==> src/rtl/mult_booth.sv <==
// Signed 32x32 radix-2 Booth multiplier, one step per clock.
// Three-state FSM; HI/LO registers update only when a product completes.
module mult_booth (
  input  logic        clk,
  input  logic        reset,
  input  logic        mult_start,
  input  logic [31:0] A_in,
  input  logic [31:0] B_in,
  output logic        mult_busy,
  output logic        mult_done,
  output logic [31:0] hi_out,
  output logic [31:0] lo_out
);

  typedef enum logic [1:0] {
    IDLE,
    RUN,
    DONE
  } state_t;

  state_t      state;
  state_t      state_nxt;
  logic        start_ok;
  logic        last;
  logic [32:0] m;
  logic [32:0] acc;
  logic [32:0] sum;
  logic [32:0] acc_sh;
  logic [31:0] q;
  logic [31:0] q_sh;
  logic        q_m1;
  logic [4:0]  cnt;

  assign last = (cnt == 5'd31);

  // 33-bit accumulator keeps -(-2^31) representable
  always_comb begin
    sum = acc;
    unique case ({q[0], q_m1})
      2'b01:   sum = acc + m;
      2'b10:   sum = acc - m;
      default: sum = acc;
    endcase
    acc_sh = {sum[32], sum[32:1]};
    q_sh   = {sum[0], q[31:1]};
  end

  always_ff @(posedge clk or negedge reset) begin
    if (!reset) state <= IDLE;
    else        state <= state_nxt;
  end

  always_comb begin
    state_nxt = state;
    start_ok  = 1'b0;
    unique case (state)
      IDLE: begin
        if (mult_start) begin
          state_nxt = RUN;
          start_ok  = 1'b1;
        end
      end
      RUN: begin
        if (last) state_nxt = DONE;
      end
      DONE: begin
        if (mult_start) begin
          state_nxt = RUN;
          start_ok  = 1'b1;
        end else begin
          state_nxt = IDLE;
        end
      end
      default: state_nxt = IDLE;
    endcase
  end

  assign mult_busy = (state == RUN);
  assign mult_done = (state == DONE);

  always_ff @(posedge clk or negedge reset) begin
    if (!reset) begin
      m      <= '0;
      acc    <= '0;
      q      <= '0;
      q_m1   <= 1'b0;
      cnt    <= '0;
      hi_out <= '0;
      lo_out <= '0;
    end else if (start_ok) begin
      m    <= {A_in[31], A_in};
      acc  <= '0;
      q    <= B_in;
      q_m1 <= 1'b0;
      cnt  <= '0;
    end else if (state == RUN) begin
      acc  <= acc_sh;
      q    <= q_sh;
      q_m1 <= q[0];
      cnt  <= cnt + 5'd1;
      if (last) begin
        hi_out <= acc_sh[31:0];
        lo_out <= q_sh;
      end
    end
  end

endmodule

==> config.mk <==
export PLATFORM = sky130hd
export DESIGN_NAME = mult_booth
export DESIGN_NICKNAME = d
export VERILOG_FILES = /design/src/rtl/mult_booth.sv
export SDC_FILE = /design/constraint.sdc
export NUM_CORES = 1
export LEC_CHECK = 0
export CAP_MARGIN = 20
export CORE_MARGIN = 10
export CORE_UTILIZATION = 55
export CTS_CLUSTER_DIAMETER = 50
export CTS_CLUSTER_SIZE = 8
export DETAILED_ROUTE_END_ITERATION = 16
export PLACE_DENSITY = 0.85
export SLEW_MARGIN = 40
export SYNTH_ARGS = -nofsm -noshare
export SYNTH_HDL_FRONTEND = slang
export SYNTH_SLANG_ARGS = --single-unit
export TNS_END_PERCENT = 10
==> constraint.sdc <==
create_clock -name clk -period 4.3 [get_ports clk]
set_input_delay 1.075 -clock clk [delete_from_list [all_inputs] [get_ports clk]]
set_output_delay 1.075 -clock clk [all_outputs]
set_load 0.02 [all_outputs]
**After elaboration in Yosys (flattened, before gate mapping)**

Index checks and enable logic that the tools add are counted.
Widths: inputs -> output; s select.

- Add/subtract/negate cells: 3
- Multiply operators: 0
- Divide/modulo/power cells: 0
- Order comparisons: 0
- Equality and inequality tests: 7
- Shift operators: 0
- Mux-type cells: 15
- Bitwise logic cells: 1
- Reductions and logical operators: 5

Operator list:

| operator | count |
|---|---|
| $mux 33 | 2 |
| $pmux 33 s2 | 1 |
| $mux 32 | 2 |
| $add 33x33->33 | 1 |
| $sub 33x33->33 | 1 |
| $mux 5 | 2 |
| $pmux 2 s3 | 1 |
| $add 5x1->5 const B | 1 |
| $eq 5x5->1 const B | 1 |
| $mux 1 | 5 |
| $eq 2x1->1 const B | 2 |
| $eq 2x2->1 const B | 2 |
| $mux 2 | 2 |
| $reduce_and 3->1 | 1 |
| $logic_not 2->1 | 1 |
| $ne 2x1->1 const B | 1 |
| $ne 2x2->1 const B | 1 |
| $reduce_and 2->1 | 1 |
| $reduce_bool 2->1 | 1 |
| $reduce_or 2->1 | 1 |
| $not 1->1 | 1 |

- Flip-flop bits (word level): 169
- Latch bits: 0
- Memory bits (writable): 0
- Bits in read-only memories: 0
- Input bits: 67
- Output and inout port bits: 66
- Word-level logic and storage cells: 39
- Memories kept: 0

**Depth between registers and ports, before layout**

Gate-level depths: netlist of the first run.

- Depth after elaboration: 5
- Mapped depth: 19
- Gate-level depth less buffers: 19

**Least setup slack after synthesis of the first run**

No wires, ideal clock.

- Kind: register -> register
- Start point: register m[9]
- End point: register acc[30]
- Library setup time: 0.082 ns
- Arrival time: 3.831 ns
- Required time: 4.218 ns
- Setup slack: 0.387 ns
- Stages on the path, launching flop included: 18
- Buffers on the path: 0
- Period minus slack after synthesis: 3.913 ns
- Cells stage by stage: dfrtp_1 -> or3_4 -> or3_1 -> nor3_1 -> and2_1 -> nand2_1 -> nor2_1 -> a21oi_1 -> xnor2_1 -> ha_1 -> and3_1 -> nand2_1 -> nor4_4 -> a2111oi_2 -> o41ai_2 -> xor2_1 -> nand2b_1 -> a31oi_1

- Word-level cells in the longest chain between the ends: 4
- Elaborated cells on any way between the ends: 5
- Those cells by class: add/sub (2); mux (3)

Ends and longest elaborated chain:

| what | RTL line | text |
|---|---|---|
| start, declared | 25 | `logic [32:0] m;` |
| start signal, assigned | 91 | `m <= {A_in[31], A_in};` |
| $sub 33x33->33 / $add 33x33->33 (equally long branches) | 41, 40 |  |
| $pmux 33 s2 (*) | 39 | `unique case ({q[0], q_m1})` |
| $mux 33 (*) | 96 | `end else if (state == RUN) begin` |
| $mux 33 (*) | 90 | `end else if (start_ok) begin` |
| end signal, assigned | 97 | `acc <= acc_sh;` |
| end, declared | 26 | `logic [32:0] acc;` |

Every way passes the cells marked *; elsewhere a longest branch is shown, timed or not. The select of a mux whose other input is x is not followed.
A chain may end at the register's enable or synchronous reset.

**Worst setup path in the final report of the first run**

- Start point: register m[9]
- End point: register hi_out[29]

- Word-level cells in the longest chain between the ends: 2
- Elaborated cells on any way between the ends: 3
- Those cells by class: add/sub (2); mux (1)

Ends and longest elaborated chain:

| what | RTL line | text |
|---|---|---|
| $sub 33x33->33 / $add 33x33->33 (equally long branches) | 41, 40 |  |
| $pmux 33 s2 (*) | 39 |  |
| end signal, assigned | 102 | `hi_out <= acc_sh[31:0];` |
| end, declared | 11 | `output logic [31:0] hi_out,` |

Every way passes the cells marked *; elsewhere a longest branch is shown, timed or not.

==> results of run 1 <==
cell families after synthesis:
logic type / count (synthesis) / synth area share [%]
AO/OA/AOI/OAI: 241 / 16.85
multiplexers: 17 / 1.977
flip-flops: 168 / 46.13
buffers and inverters: 68 / 2.828
AND/OR/NAND/NOR: 451 / 21.38
adder cells (fa/ha/maj): 37 / 5.163
XOR/XNOR: 59 / 5.671
registers in the layout, summed over array words and instances (netlist names):
name,count
hi_out,32
q_m1,1
lo_out,32
acc,32
q,32
cnt,5
state,2
m,32
path summary, 6_finish.rpt:
path	start	end	slack, ps	cells after the start
hold / removal	lo_out[1]	lo_out[1]	470	2
min in group asynchronous	reset	m[0]	650	1
max in group asynchronous	reset	acc[27]	2730	2
hold reg to reg	lo_out[1]	lo_out[1]	470	2
setup / recovery	m[9]	hi_out[29]	170	16
setup reg to reg	m[9]	hi_out[29]	170	16
synth_stat cells, types with 3 or more instances:
| cell type | count | area (um^2) |
|---|---|---|
| sky130_fd_sc_hd__a21o_1 | 10 | 75.07 |
| sky130_fd_sc_hd__a21oi_1 | 65 | 325.3 |
| sky130_fd_sc_hd__a22o_1 | 10 | 87.58 |
| sky130_fd_sc_hd__a22oi_1 | 32 | 240.2 |
| sky130_fd_sc_hd__a31oi_1 | 10 | 62.56 |
| sky130_fd_sc_hd__and2_1 | 5 | 31.28 |
| sky130_fd_sc_hd__and3_1 | 7 | 43.79 |
| sky130_fd_sc_hd__buf_1 | 4 | 15.01 |
| sky130_fd_sc_hd__clkbuf_1 | 46 | 172.7 |
| sky130_fd_sc_hd__dfrtp_1 | 168 | 4204 |
| sky130_fd_sc_hd__ha_1 | 36 | 450.4 |
| sky130_fd_sc_hd__inv_1 | 14 | 52.55 |
| sky130_fd_sc_hd__mux2_2 | 8 | 90.09 |
| sky130_fd_sc_hd__mux2i_1 | 9 | 90.09 |
| sky130_fd_sc_hd__nand2_1 | 314 | 1179 |
| sky130_fd_sc_hd__nand2b_1 | 9 | 56.30 |
| sky130_fd_sc_hd__nand3_1 | 10 | 50.05 |
| sky130_fd_sc_hd__nand4_1 | 6 | 37.54 |
| sky130_fd_sc_hd__nor2_1 | 54 | 202.7 |
| sky130_fd_sc_hd__nor2b_1 | 8 | 50.05 |
| sky130_fd_sc_hd__nor3_1 | 15 | 75.07 |
| sky130_fd_sc_hd__nor4_1 | 3 | 18.77 |
| sky130_fd_sc_hd__o211ai_1 | 4 | 30.03 |
| sky130_fd_sc_hd__o21a_1 | 3 | 22.52 |
| sky130_fd_sc_hd__o21ai_0 | 48 | 240.2 |
| sky130_fd_sc_hd__o21ai_1 | 28 | 140.1 |
| sky130_fd_sc_hd__o21bai_1 | 4 | 30.03 |
| sky130_fd_sc_hd__o31a_1 | 3 | 26.28 |
| sky130_fd_sc_hd__o31ai_1 | 4 | 30.03 |
| sky130_fd_sc_hd__or3_1 | 3 | 18.77 |
| sky130_fd_sc_hd__xnor2_1 | 39 | 341.6 |
| sky130_fd_sc_hd__xor2_1 | 20 | 175.2 |
repair_timing:
action                     4_1_cts  5_1_grt
gates resized for setup          1       10
hold buffers                     0        0
pin swaps                        0        4
setup endpoints to repair        2       20
critical path, delay by kind of cell, from the launching register on:
kind,cells,cell delay (ps)
adder cells (fa/ha/maj),1,390
XOR/XNOR,1,140
AO/OA/AOI/OAI,6,1300
AND/OR/NAND/NOR,8,1740
flip-flops,1,440
placed cells by master, fill, tap and decap left out, types with 4 or more instances in the layout:
master	instances
sky130_fd_sc_hd__a21o_1	10
sky130_fd_sc_hd__a21oi_1	65
sky130_fd_sc_hd__a22o_1	10
sky130_fd_sc_hd__a22oi_1	32
sky130_fd_sc_hd__a31oi_1	10
sky130_fd_sc_hd__and2_1	4
sky130_fd_sc_hd__and3_1	7
sky130_fd_sc_hd__buf_4	9
sky130_fd_sc_hd__clkbuf_16	17
sky130_fd_sc_hd__clkdlybuf4s50_1	131
sky130_fd_sc_hd__dfrtp_1	168
sky130_fd_sc_hd__ha_1	34
sky130_fd_sc_hd__inv_1	14
sky130_fd_sc_hd__inv_6	7
sky130_fd_sc_hd__mux2_2	8
sky130_fd_sc_hd__mux2i_1	9
sky130_fd_sc_hd__nand2_1	313
sky130_fd_sc_hd__nand2b_1	9
sky130_fd_sc_hd__nand3_1	10
sky130_fd_sc_hd__nand4_1	6
sky130_fd_sc_hd__nor2_1	53
sky130_fd_sc_hd__nor2b_1	7
sky130_fd_sc_hd__nor3_1	13
sky130_fd_sc_hd__o211ai_1	4
sky130_fd_sc_hd__o21ai_0	48
sky130_fd_sc_hd__o21ai_1	28
sky130_fd_sc_hd__o21bai_1	4
sky130_fd_sc_hd__o31ai_1	4
sky130_fd_sc_hd__xnor2_1	38
sky130_fd_sc_hd__xor2_1	20
routing by layer:
metal	routed length, um	GRT usage (%)	up-vias
met5	0	0	-
met4	292	5.600	0
met3	1625	4.399	25
met2	10990	34.50	264
met1	10940	29.74	3690
li1	-	-	3798
area by class of cell:
| class | count | area (um^2) |
|---|---|---|
| Fill cell | 1190 | 4736 |
| Multi-Input combinational cell | 805 | 4727 |
| Clock buffer | 18 | 439.2 |
| Tap cell | 216 | 270.3 |
| Clock inverter | 14 | 180.2 |
| Timing Repair Buffer | 144 | 1441 |
| Inverter | 16 | 60.06 |
| Sequential cell | 168 | 4204 |
stage by stage:
stage	area, um^2	cells	setup TNS, ps	util (%)
final	11320	1381	0	70.51
after global routing	11320	1381	-62.59	70.51
after CTS	11260	1381	0	70.14
after detailed placement	10640	1349	0	66.28
after global placement	10640	1349	0	66.28
after floorplan	9112	1041	0	-
==> impl_metrics.sql, run 1 <==
INSERT INTO impl_metrics (metric_group, metric, value, unit) VALUES
('synth', 'synth.lib_cells_used.distinct', '67', ''),
('synth', 'yosysSeqAreaShare', '46.13', '%'),
('detailed_routing', 'drc_errors', '0', ''),
('hold_path', 'hold_path_class', 'flip-flop to flip-flop', ''),
('floorplan', 'ioPinCount', '133', ''),
('detailed_routing', 'routed_wirelength', '23840', 'um'),
('final_layout', 'final_layout_size_suffix_gt1_share', '7.124', '%'),
('clock_network', 'clk_root_buffer_cell', 'sky130_fd_sc_hd__clkbuf_16', ''),
('final_layout', 'syn2layout_area_growth', '24.25', '%'),
('synth', 'synthCells', '1041', ''),
('clock_network', 'tritoncts', 'yes', ''),
('detailed_routing', 'detail-route-antenna-nets', '0', ''),
('clock_network', 'clk_pin_slew', '70', 'ps'),
('sta', 'slew-limit-headroom', '50.05', '%'),
('detailed_routing', 'dr.first_iter.drc_count', '707', ''),
('detailed_routing', 'avgRoutedWirePerCell', '17.27', 'um'),
('floorplan', 'die-width', '148.7', 'um'),
('critical_path', 'type_of_origin_of_the_critical_path', 'flip-flop', ''),
('sta', 'maxClockFrequency', '242.2', 'MHz'),
('critical_path', 'crit_slowest_cell', 'sky130_fd_sc_hd__o31ai_2', ''),
('floorplan', 'floorplan.die_area', '22120', 'um^2'),
('floorplan', 'coreArea', '16060', 'um^2'),
('sta', 'final.period_utilization', '96.03', '%'),
('detailed_routing', 'route.detailed.vias_per_inst', '5.631', ''),
('sta', 'final.min_clock_period', '4129', 'ps'),
('sta', 'grt_setup_unrepaired', 'true', ''),
('sta', 'tightest_slew', '749.3', 'ps'),
('synth', 'synth.cell_area', '9112', 'um^2'),
('placed_design', 'place_hpwl', '16780', 'um'),
('placed_design', 'port_buffers', '132', ''),
('sta', 'post_route_hold_slack', '472.6', 'ps'),
('sta', 'worst_slack', '170.7', 'ps'),
('final_layout', 'num-nets-final', '1256', ''),
('outcome', 'outcome', 'complete, no violations', ''),
('floorplan', 'start_util', '56.75', '%'),
('critical_path', 'worst_ep_required_time', '4600', 'ps'),
('final_layout', 'antennaDiodeCount', '0', ''),
('grt', 'globalRouteOverflowTotal', '0', ''),
('synth', 'number_of_synthesized_register_bits', '168', ''),
('synth', 'share_of_synthesized_flip_flops_with_an_asynchronous_set_or_reset', '100.0', '%'),
('flow_run', 'drv.max_cap_violation_count', '0', ''),
('critical_path', 'critical-path-max-stage-delay', '460', 'ps'),
('floorplan', 'die_y', '148.7', 'um'),
('critical_path', 'worst_path_most_repeated_cell', 'sky130_fd_sc_hd__or3_1', ''),
('grt', 'grt_util_all_layers', '21.73', '%'),
('sta', 'total_setup_violations_reported_at_the_end_of_the_flow', '0', ''),
('clock_network', 'cts-htree-levels', '4', ''),
('critical_path', 'crit_chain', 'or3_4 -> or3_1 -> nor3_4 -> and2_4 -> nor2_1 -> xnor2_1 -> ha_1 -> nand4_1 -> nor3_1 -> or3_1 -> o22a_1 -> a31oi_2 -> o31ai_2 -> a2111oi_2 -> a221oi_1 -> o21ai_1', ''),
('grt', 'grt_max_degree', '94', ''),
('synth', 'synth_enable_flop_cells', '0', ''),
('sta', 'report.final.hold_viol_count', '0', ''),
('sta', 'timing.clock.skew', '11.08', 'ps'),
('critical_path', 'worst-path-max-fanout', '6', ''),
('clock_network', 'cts_made_buffers', '17', ''),
('clock_network', 'clkSinkCount', '168', ''),
('sta', 'report.final.slew_viol_count', '0', ''),
('clock_network', 'clock_insertion_delay_worst_skew', '440', 'ps'),
('synth', 'postSynth.topFlopCell', 'sky130_fd_sc_hd__dfrtp_1', ''),
('placed_design', 'gpl.final_weighted_congestion', '0.9451', ''),
('critical_path', 'worstPathArrival', '4430', 'ps'),
('critical_path', 'element_type_at_the_critical_path_end', 'flip-flop', ''),
('floorplan', 'num_rows', '46', ''),
('synth', 'mappedNetlistNets', '1145', ''),
('detailed_routing', 'drt_first_pass_iters', '5', ''),
('grt', 'number_of_global_route_vias_before_repair', '7746', ''),
('clock_network', 'post_cts_buffers', '0', ''),
('detailed_routing', 'vias', '7777', ''),
('critical_path', 'timing_worst_setup_path_type', 'flip-flop to flip-flop', ''),
('synth', 'post_synth.cell_area_avg', '8.754', 'um^2'),
('grt', 'antenna_found_initial', '0', ''),
('placed_design', 'dp_slack', '17.17', 'ps'),
('grt', 'grt_first_pass_wirelength', '39270', 'um'),
('clock_network', 'cts.path.max_buffers', '2', ''),
('synth', 'yosys_warnings', '0', '');
Power of run 1 is not shown: default switching activity piles up to over one toggle a cycle in this logic, so the estimate is an artifact.
==> inputs of run 2 (changes only) <==
SLEW_MARGIN = default   (was 40)
TNS_END_PERCENT = 100   (was 10)
==> run 2 against run 1 <==
Compared with the run above:
- die area unchanged
- critical path depth unchanged
- global-route usage unchanged
- cell area increased by 0.15%
- sequential cell count unchanged
- non-clock buffer count is the same
- via count grew 0.31%
- count of clock-buffer cells in the layout unchanged
- cell count unchanged
- critical endpoint unchanged
- highest routed layer unchanged
- critical path type unchanged
- routed wire length rose by 0.18%
- sequential share of layout area is 0.057 points lower
- clock skew hardly changed
==> impl_metrics.sql, run 2 (synthesis gave the netlist of run 1 again) <==
INSERT INTO impl_metrics (metric_group, metric, value, unit) VALUES
('critical_path', 'worst_ep_required_time', '4590', 'ps'),
('final_layout', 'final_core_util', '70.62', '%'),
('floorplan', 'floorplan.die_area', '22120', 'um^2'),
('final_layout', 'finalInstanceArea', '11340', 'um^2'),
('final_layout', 'antennaDiodeCount', '0', ''),
('clock_network', 'clkSinkCount', '168', ''),
('placed_design', 'place_hpwl', '16780', 'um'),
('hold_path', 'hold_path_class', 'flip-flop to flip-flop', ''),
('final_layout', 'layout_commonest_cell', 'sky130_fd_sc_hd__nand2_1', ''),
('placed_design', 'port_buffers', '132', ''),
('floorplan', 'start_util', '56.75', '%'),
('detailed_routing', 'detail-route-antenna-nets', '0', ''),
('sta', 'report.final.hold_viol_count', '0', ''),
('floorplan', 'coreArea', '16060', 'um^2'),
('final_layout', 'layout_common_cells', 'sky130_fd_sc_hd__nand2_1 (313), sky130_fd_sc_hd__dfrtp_1 (168), sky130_fd_sc_hd__clkdlybuf4s50_1 (131), sky130_fd_sc_hd__a21oi_1 (65), sky130_fd_sc_hd__nor2_1 (53)', ''),
('critical_path', 'type_of_origin_of_the_critical_path', 'flip-flop', ''),
('grt', 'antenna_found_initial', '0', ''),
('detailed_routing', 'routed_wirelength', '23890', 'um'),
('grt', 'globalRouteOverflowTotal', '0', ''),
('detailed_routing', 'vias', '7801', ''),
('grt', 'number_of_global_route_vias_before_repair', '7746', ''),
('flow_run', 'drv.max_cap_violation_count', '0', ''),
('outcome', 'outcome', 'complete, no violations', ''),
('sta', 'slew-limit-headroom', '44.43', '%'),
('detailed_routing', 'drc_errors', '0', ''),
('grt', 'grt_first_pass_wirelength', '39270', 'um'),
('clock_network', 'clk_root_buffer_cell', 'sky130_fd_sc_hd__clkbuf_16', ''),
('clock_network', 'clk_pin_slew', '70', 'ps'),
('detailed_routing', 'drt_first_pass_iters', '5', ''),
('placed_design', 'gpl.final_weighted_congestion', '0.9451', ''),
('clock_network', 'cts.path.max_buffers', '2', ''),
('critical_path', 'worst-path-max-fanout', '6', ''),
('critical_path', 'element_type_at_the_critical_path_end', 'flip-flop', ''),
('detailed_routing', 'route.detailed.vias_per_inst', '5.649', ''),
('sta', 'tightest_slew', '833.6', 'ps'),
('grt', 'grt_max_degree', '94', ''),
('floorplan', 'num_rows', '46', ''),
('detailed_routing', 'dr.first_iter.drc_count', '692', ''),
('grt', 'grt_util_all_layers', '21.73', '%'),
('floorplan', 'die_y', '148.7', 'um'),
('critical_path', 'timing_worst_setup_path_type', 'flip-flop to flip-flop', ''),
('sta', 'fin_setup_tns', '0', 'ps'),
('clock_network', 'cts_made_buffers', '17', ''),
('critical_path', 'worstPathArrival', '4370', 'ps'),
('floorplan', 'die-width', '148.7', 'um'),
('clock_network', 'tritoncts', 'yes', ''),
('sta', 'report.final.slew_viol_count', '0', ''),
('placed_design', 'dpl-instance-area', '10640', 'um^2'),
('clock_network', 'cts-htree-levels', '4', ''),
('sta', 'maxClockFrequency', '245.1', 'MHz'),
('final_layout', 'syn2layout_area_growth', '24.44', '%'),
('final_layout', 'num-nets-final', '1256', ''),
('sta', 'final.period_utilization', '94.87', '%'),
('final_layout', 'nFillCells', '1185', ''),
('floorplan', 'ioPinCount', '133', ''),
('final_layout', 'final_layout_size_suffix_gt1_share', '7.124', '%'),
('sta', 'total_setup_violations_reported_at_the_end_of_the_flow', '0', ''),
('clock_network', 'clock_insertion_delay_worst_skew', '440', 'ps'),
('sta', 'final.min_clock_period', '4079', 'ps'),
('sta', 'timing.clock.skew', '10.81', 'ps'),
('detailed_routing', 'avgRoutedWirePerCell', '17.30', 'um'),
('clock_network', 'post_cts_buffers', '0', '');
==> run 2: final timing paths <==
kind                                start         end  slack (ps)  cells after the start
worst max register to register       m[9]  hi_out[29]         220                     16
worst min register to register  lo_out[1]   lo_out[1]         470                      2
worst min-delay path            lo_out[1]   lo_out[1]         470                      2
max in group asynchronous           reset  hi_out[28]        2720                      2
min in group asynchronous           reset        m[0]         650                      1
worst max-delay path                 m[9]  hi_out[29]         220                     16
==> run 2: area by class of cell <==
type / count / area (um^2) / share of cell area (%)
sequential: 168 / 4204 / 37.07
multi-input combinational: 805 / 4748 / 41.87
clock inverter: 14 / 180.2 / 1.589
clock buffer: 18 / 439.2 / 3.873
inverter: 16 / 60.06 / 0.5296
timing repair buffer: 144 / 1438 / 12.68
tap: 216 / 270.3 / 2.383
==> run 2: per-stage QoR <==
step                      instances  setup slack [ps]  hold WS [ps]
final                          1381             220.8         472.9
after global routing           1381            -37.58         503.9
after CTS                      1381             39.17         478.7
after detailed placement       1349             17.17         461.4
after global placement         1349             213.6         456.9
after floorplan                1041             386.8         461.1
==> run 2: worst max-delay path, stage by stage (launching register included) <==
cell	delay, ps
sky130_fd_sc_hd__dfrtp_1	440
sky130_fd_sc_hd__or3_4	420
sky130_fd_sc_hd__or3_1	380
sky130_fd_sc_hd__nor3_4	170
sky130_fd_sc_hd__and2_4	190
sky130_fd_sc_hd__nor2_1	50
sky130_fd_sc_hd__xnor2_1	140
sky130_fd_sc_hd__ha_1	390
sky130_fd_sc_hd__nand4_1	160
sky130_fd_sc_hd__nor3_1	250
sky130_fd_sc_hd__or3_1	140
sky130_fd_sc_hd__o22a_1	150
sky130_fd_sc_hd__a31oi_2	160
sky130_fd_sc_hd__o31ai_4	370
sky130_fd_sc_hd__a2111oi_2	70
sky130_fd_sc_hd__a221oi_1	350
sky130_fd_sc_hd__o21ai_1	120
==> run 2: routing by layer <==
metal / up-vias / GRT usage, % / wire length [um]
li1: 3801 / - / -
met1: 3718 / 29.74 / 10850
met2: 257 / 34.50 / 11080
met3: 25 / 4.399 / 1645
met4: 0 / 5.600 / 308
met5: - / 0 / 0
==> run 2: what timing repair did <==
item | in CTS | in global routing
resized for setup | 1 | 13
setup endpoints to repair | 2 | 20
hold buffers | 0 | 0
pin swaps | 0 | 4
Power of run 2 is left out for the same reason.
==> inputs of run 3 (changes only) <==
CORE_UTILIZATION = 50   (was 55)
PLACE_DENSITY = 0.78   (was 0.85)
SKIP_CTS_REPAIR_TIMING = 1   (was default)
==> run 3 against run 2 <==
Compared with the run above:
- routed wire length increased by 1.7%
- maximum frequency is 1.1% higher
- worst setup slack better by 44 ps
- clock skew is 3.3 ps higher
- global-route usage fell by 1.4 points
- critical path depth did not move
- cell count increased by 1.2%
- register-to-register slack improved by 40 ps
- cell area decreased by 0.25%
==> impl_metrics.sql, run 3 (synthesis gave the netlist of run 1 again) <==
INSERT INTO impl_metrics (metric_group, metric, value, unit) VALUES
('outcome', 'outcome', 'complete, no violations', ''),
('flow_run', 'drv.max_cap_violation_count', '0', ''),
('hold_path', 'timing.hold.worst.start', 'lo_out[24]', ''),
('floorplan', 'num_rows', '49', ''),
('clock_network', 'tritoncts', 'yes', ''),
('detailed_routing', 'm1WireLength', '10930', 'um'),
('clock_network', 'cts_made_buffers', '17', ''),
('detailed_routing', 'wl_met3', '1885', 'um'),
('final_layout', 'num-nets-final', '1259', ''),
('final_layout', 'layout_common_cells', 'sky130_fd_sc_hd__nand2_1 (313), sky130_fd_sc_hd__dfrtp_1 (168), sky130_fd_sc_hd__clkdlybuf4s50_1 (131), sky130_fd_sc_hd__a21oi_1 (65), sky130_fd_sc_hd__nor2_1 (53)', ''),
('floorplan', 'coreArea', '17960', 'um^2'),
('floorplan', 'ioPinCount', '133', ''),
('sta', 'report.final.slew_viol_count', '0', ''),
('hold_path', 'min_delay_path_depth', '2', ''),
('detailed_routing', 'detail-route-antenna-nets', '0', ''),
('floorplan', 'die-width', '155', 'um'),
('critical_path', 'critPathCapture', 'hi_out[29]', ''),
('detailed_routing', 'drc_errors', '0', ''),
('final_layout', 'final_layout_size_suffix_gt1_share', '7.112', '%'),
('grt', 'grt_max_degree', '86', ''),
('detailed_routing', 'dr.first_iter.drc_count', '538', ''),
('critical_path', 'timing_worst_setup_path_type', 'flip-flop to flip-flop', ''),
('placed_design', 'port_buffers', '132', ''),
('placed_design', 'dpl-instance-area', '10670', 'um^2'),
('hold_path', 'hold_path_class', 'flip-flop to flip-flop', ''),
('grt', 'antenna_found_initial', '5', ''),
('final_layout', 'layout_commonest_cell', 'sky130_fd_sc_hd__nand2_1', ''),
('placed_design', 'place_hpwl', '17030', 'um'),
('sta', 'maxClockFrequency', '247.8', 'MHz'),
('final_layout', 'finalInstanceArea', '11310', 'um^2'),
('detailed_routing', 'vias', '7697', ''),
('critical_path', 'reg2reg_setup_slack', '270', 'ps'),
('critical_path', 'reg2reg_depth', '16', ''),
('critical_path', 'worst-path-max-fanout', '6', ''),
('floorplan', 'start_util', '50.73', '%'),
('detailed_routing', 'route.detailed.vias_per_inst', '5.506', ''),
('detailed_routing', 'met2WireLength', '11200', 'um'),
('grt', 'globalRouteOverflowTotal', '0', ''),
('critical_path', 'reg2reg_from', 'm[9]', ''),
('clock_network', 'cts-htree-levels', '4', ''),
('sta', 'timing.clock.skew', '14.11', 'ps'),
('sta', 'slew-limit-headroom', '41.24', '%'),
('floorplan', 'floorplan.die_area', '24030', 'um^2'),
('final_layout', 'number_of_standard_cells_in_the_final_layout_excluding_fillers', '1398', ''),
('grt', 'number_of_global_route_vias_before_repair', '7726', ''),
('detailed_routing', 'top_signal_layer_used', 'met5', ''),
('detailed_routing', 'drt_first_pass_iters', '5', ''),
('sta', 'report.final.hold_viol_count', '0', ''),
('clock_network', 'cts.path.max_buffers', '2', ''),
('placed_design', 'gpl.final_weighted_congestion', '0.9276', ''),
('sta', 'grt_setup_unrepaired', 'true', ''),
('critical_path', 'worstPathArrival', '4380', 'ps'),
('sta', 'fin_setup_tns', '0', 'ps'),
('critical_path', 'type_of_origin_of_the_critical_path', 'flip-flop', ''),
('sta', 'final.min_clock_period', '4035', 'ps'),
('final_layout', 'syn2layout_area_growth', '24.12', '%'),
('detailed_routing', 'routed_wirelength', '24300', 'um'),
('placed_design', 'numPlacedInstances', '1364', ''),
('critical_path', 'crit_path_start', 'm[9]', ''),
('critical_path', 'element_type_at_the_critical_path_end', 'flip-flop', ''),
('sta', 'total_setup_violations_reported_at_the_end_of_the_flow', '0', ''),
('clock_network', 'clock_insertion_delay_worst_skew', '440', 'ps'),
('detailed_routing', 'avgRoutedWirePerCell', '17.38', 'um'),
('clock_network', 'clkSinkCount', '168', ''),
('clock_network', 'clk_root_buffer_cell', 'sky130_fd_sc_hd__clkbuf_16', ''),
('grt', 'grt_util_all_layers', '20.36', '%'),
('critical_path', 'critical_path.reg2reg.endpoint', 'hi_out[29]', ''),
('floorplan', 'die_y', '155', 'um'),
('sta', 'tightest_slew', '881.4', 'ps'),
('grt', 'grt_first_pass_wirelength', '40240', 'um'),
('critical_path', 'worst_ep_required_time', '4650', 'ps'),
('clock_network', 'clk_pin_slew', '60', 'ps'),
('sta', 'final.period_utilization', '93.84', '%');
-- run 3: cell count changes in the layout (fill, tap and decap cells not counted), moves of 2 or more --
cell                         delta
sky130_fd_sc_hd__buf_4          +2
sky130_fd_sc_hd__bufinv_16      -2
sky130_fd_sc_hd__clkinv_4       +3
sky130_fd_sc_hd__clkinvlp_4     +2
sky130_fd_sc_hd__diode_2        +2
sky130_fd_sc_hd__inv_6          -3
sky130_fd_sc_hd__nor3_2         +3
sky130_fd_sc_hd__nor3_4         -2
-- run 3: metrics by stage --
| stage | hold slack [ps] | setup slack [ps] | util (%) |
|---|---|---|---|
| 5_1_grt | 506.1 | -12.59 | 62.94 |
| 3_5_place_dp | 461.0 | 61.63 | 59.42 |
| 2_1_floorplan | 461.1 | 386.8 | - |
| 4_1_cts | 478.6 | 37.90 | 62.58 |
| 3_3_place_gp | 456.3 | 132.0 | 59.31 |
| 6_report | 475.8 | 265.0 | 62.97 |
-- run 3: critical path: stages (launching register included) --
cell                        delay (ps)
sky130_fd_sc_hd__dfrtp_1           420
sky130_fd_sc_hd__or3_4             410
sky130_fd_sc_hd__or3_1             350
sky130_fd_sc_hd__nor3_2            200
sky130_fd_sc_hd__and2_4            200
sky130_fd_sc_hd__nor2_1             50
sky130_fd_sc_hd__xnor2_1           130
sky130_fd_sc_hd__ha_1              360
sky130_fd_sc_hd__a21oi_1           150
sky130_fd_sc_hd__o21ai_1           110
sky130_fd_sc_hd__or3_1             350
sky130_fd_sc_hd__o22a_1            210
sky130_fd_sc_hd__a31oi_4           270
sky130_fd_sc_hd__o31ai_4           120
sky130_fd_sc_hd__a2111oi_0         300
sky130_fd_sc_hd__a221oi_1          130
sky130_fd_sc_hd__o21ai_1           180
-- run 3: cell type report --
cell class / count / area [um^2]
inverters: 16 / 60.06
diodes: 2 / 5.005
flip-flops and latches: 168 / 4204
well taps: 229 / 286.5
fillers: 1536 / 6653
clock inverters: 14 / 141.4
repair buffers: 147 / 1468
clock buffers: 17 / 425.4
multi-input cells: 805 / 4721
-- run 3: worst min-delay path by stage --
stage / endpoint / slack (ps)
4_1_cts: lo_out[24] / 480
3_3_place_gp: lo_out[19] / 460
6_report: lo_out[24] / 480
5_1_grt: hi_out[22] / 510
2_1_floorplan: lo_out[0] / 460
3_5_place_dp: lo_out[28] / 460
-- run 3: metal layers --
layer | vias to the layer above | track usage (%)
met2 | 199 | 31.53
met3 | 26 | 7.251
met1 | 3659 | 26.60
met4 | 4 | 4.948
li1 | 3809 | -
met5 | - | 0
Power of run 3 is left out for the same reason.
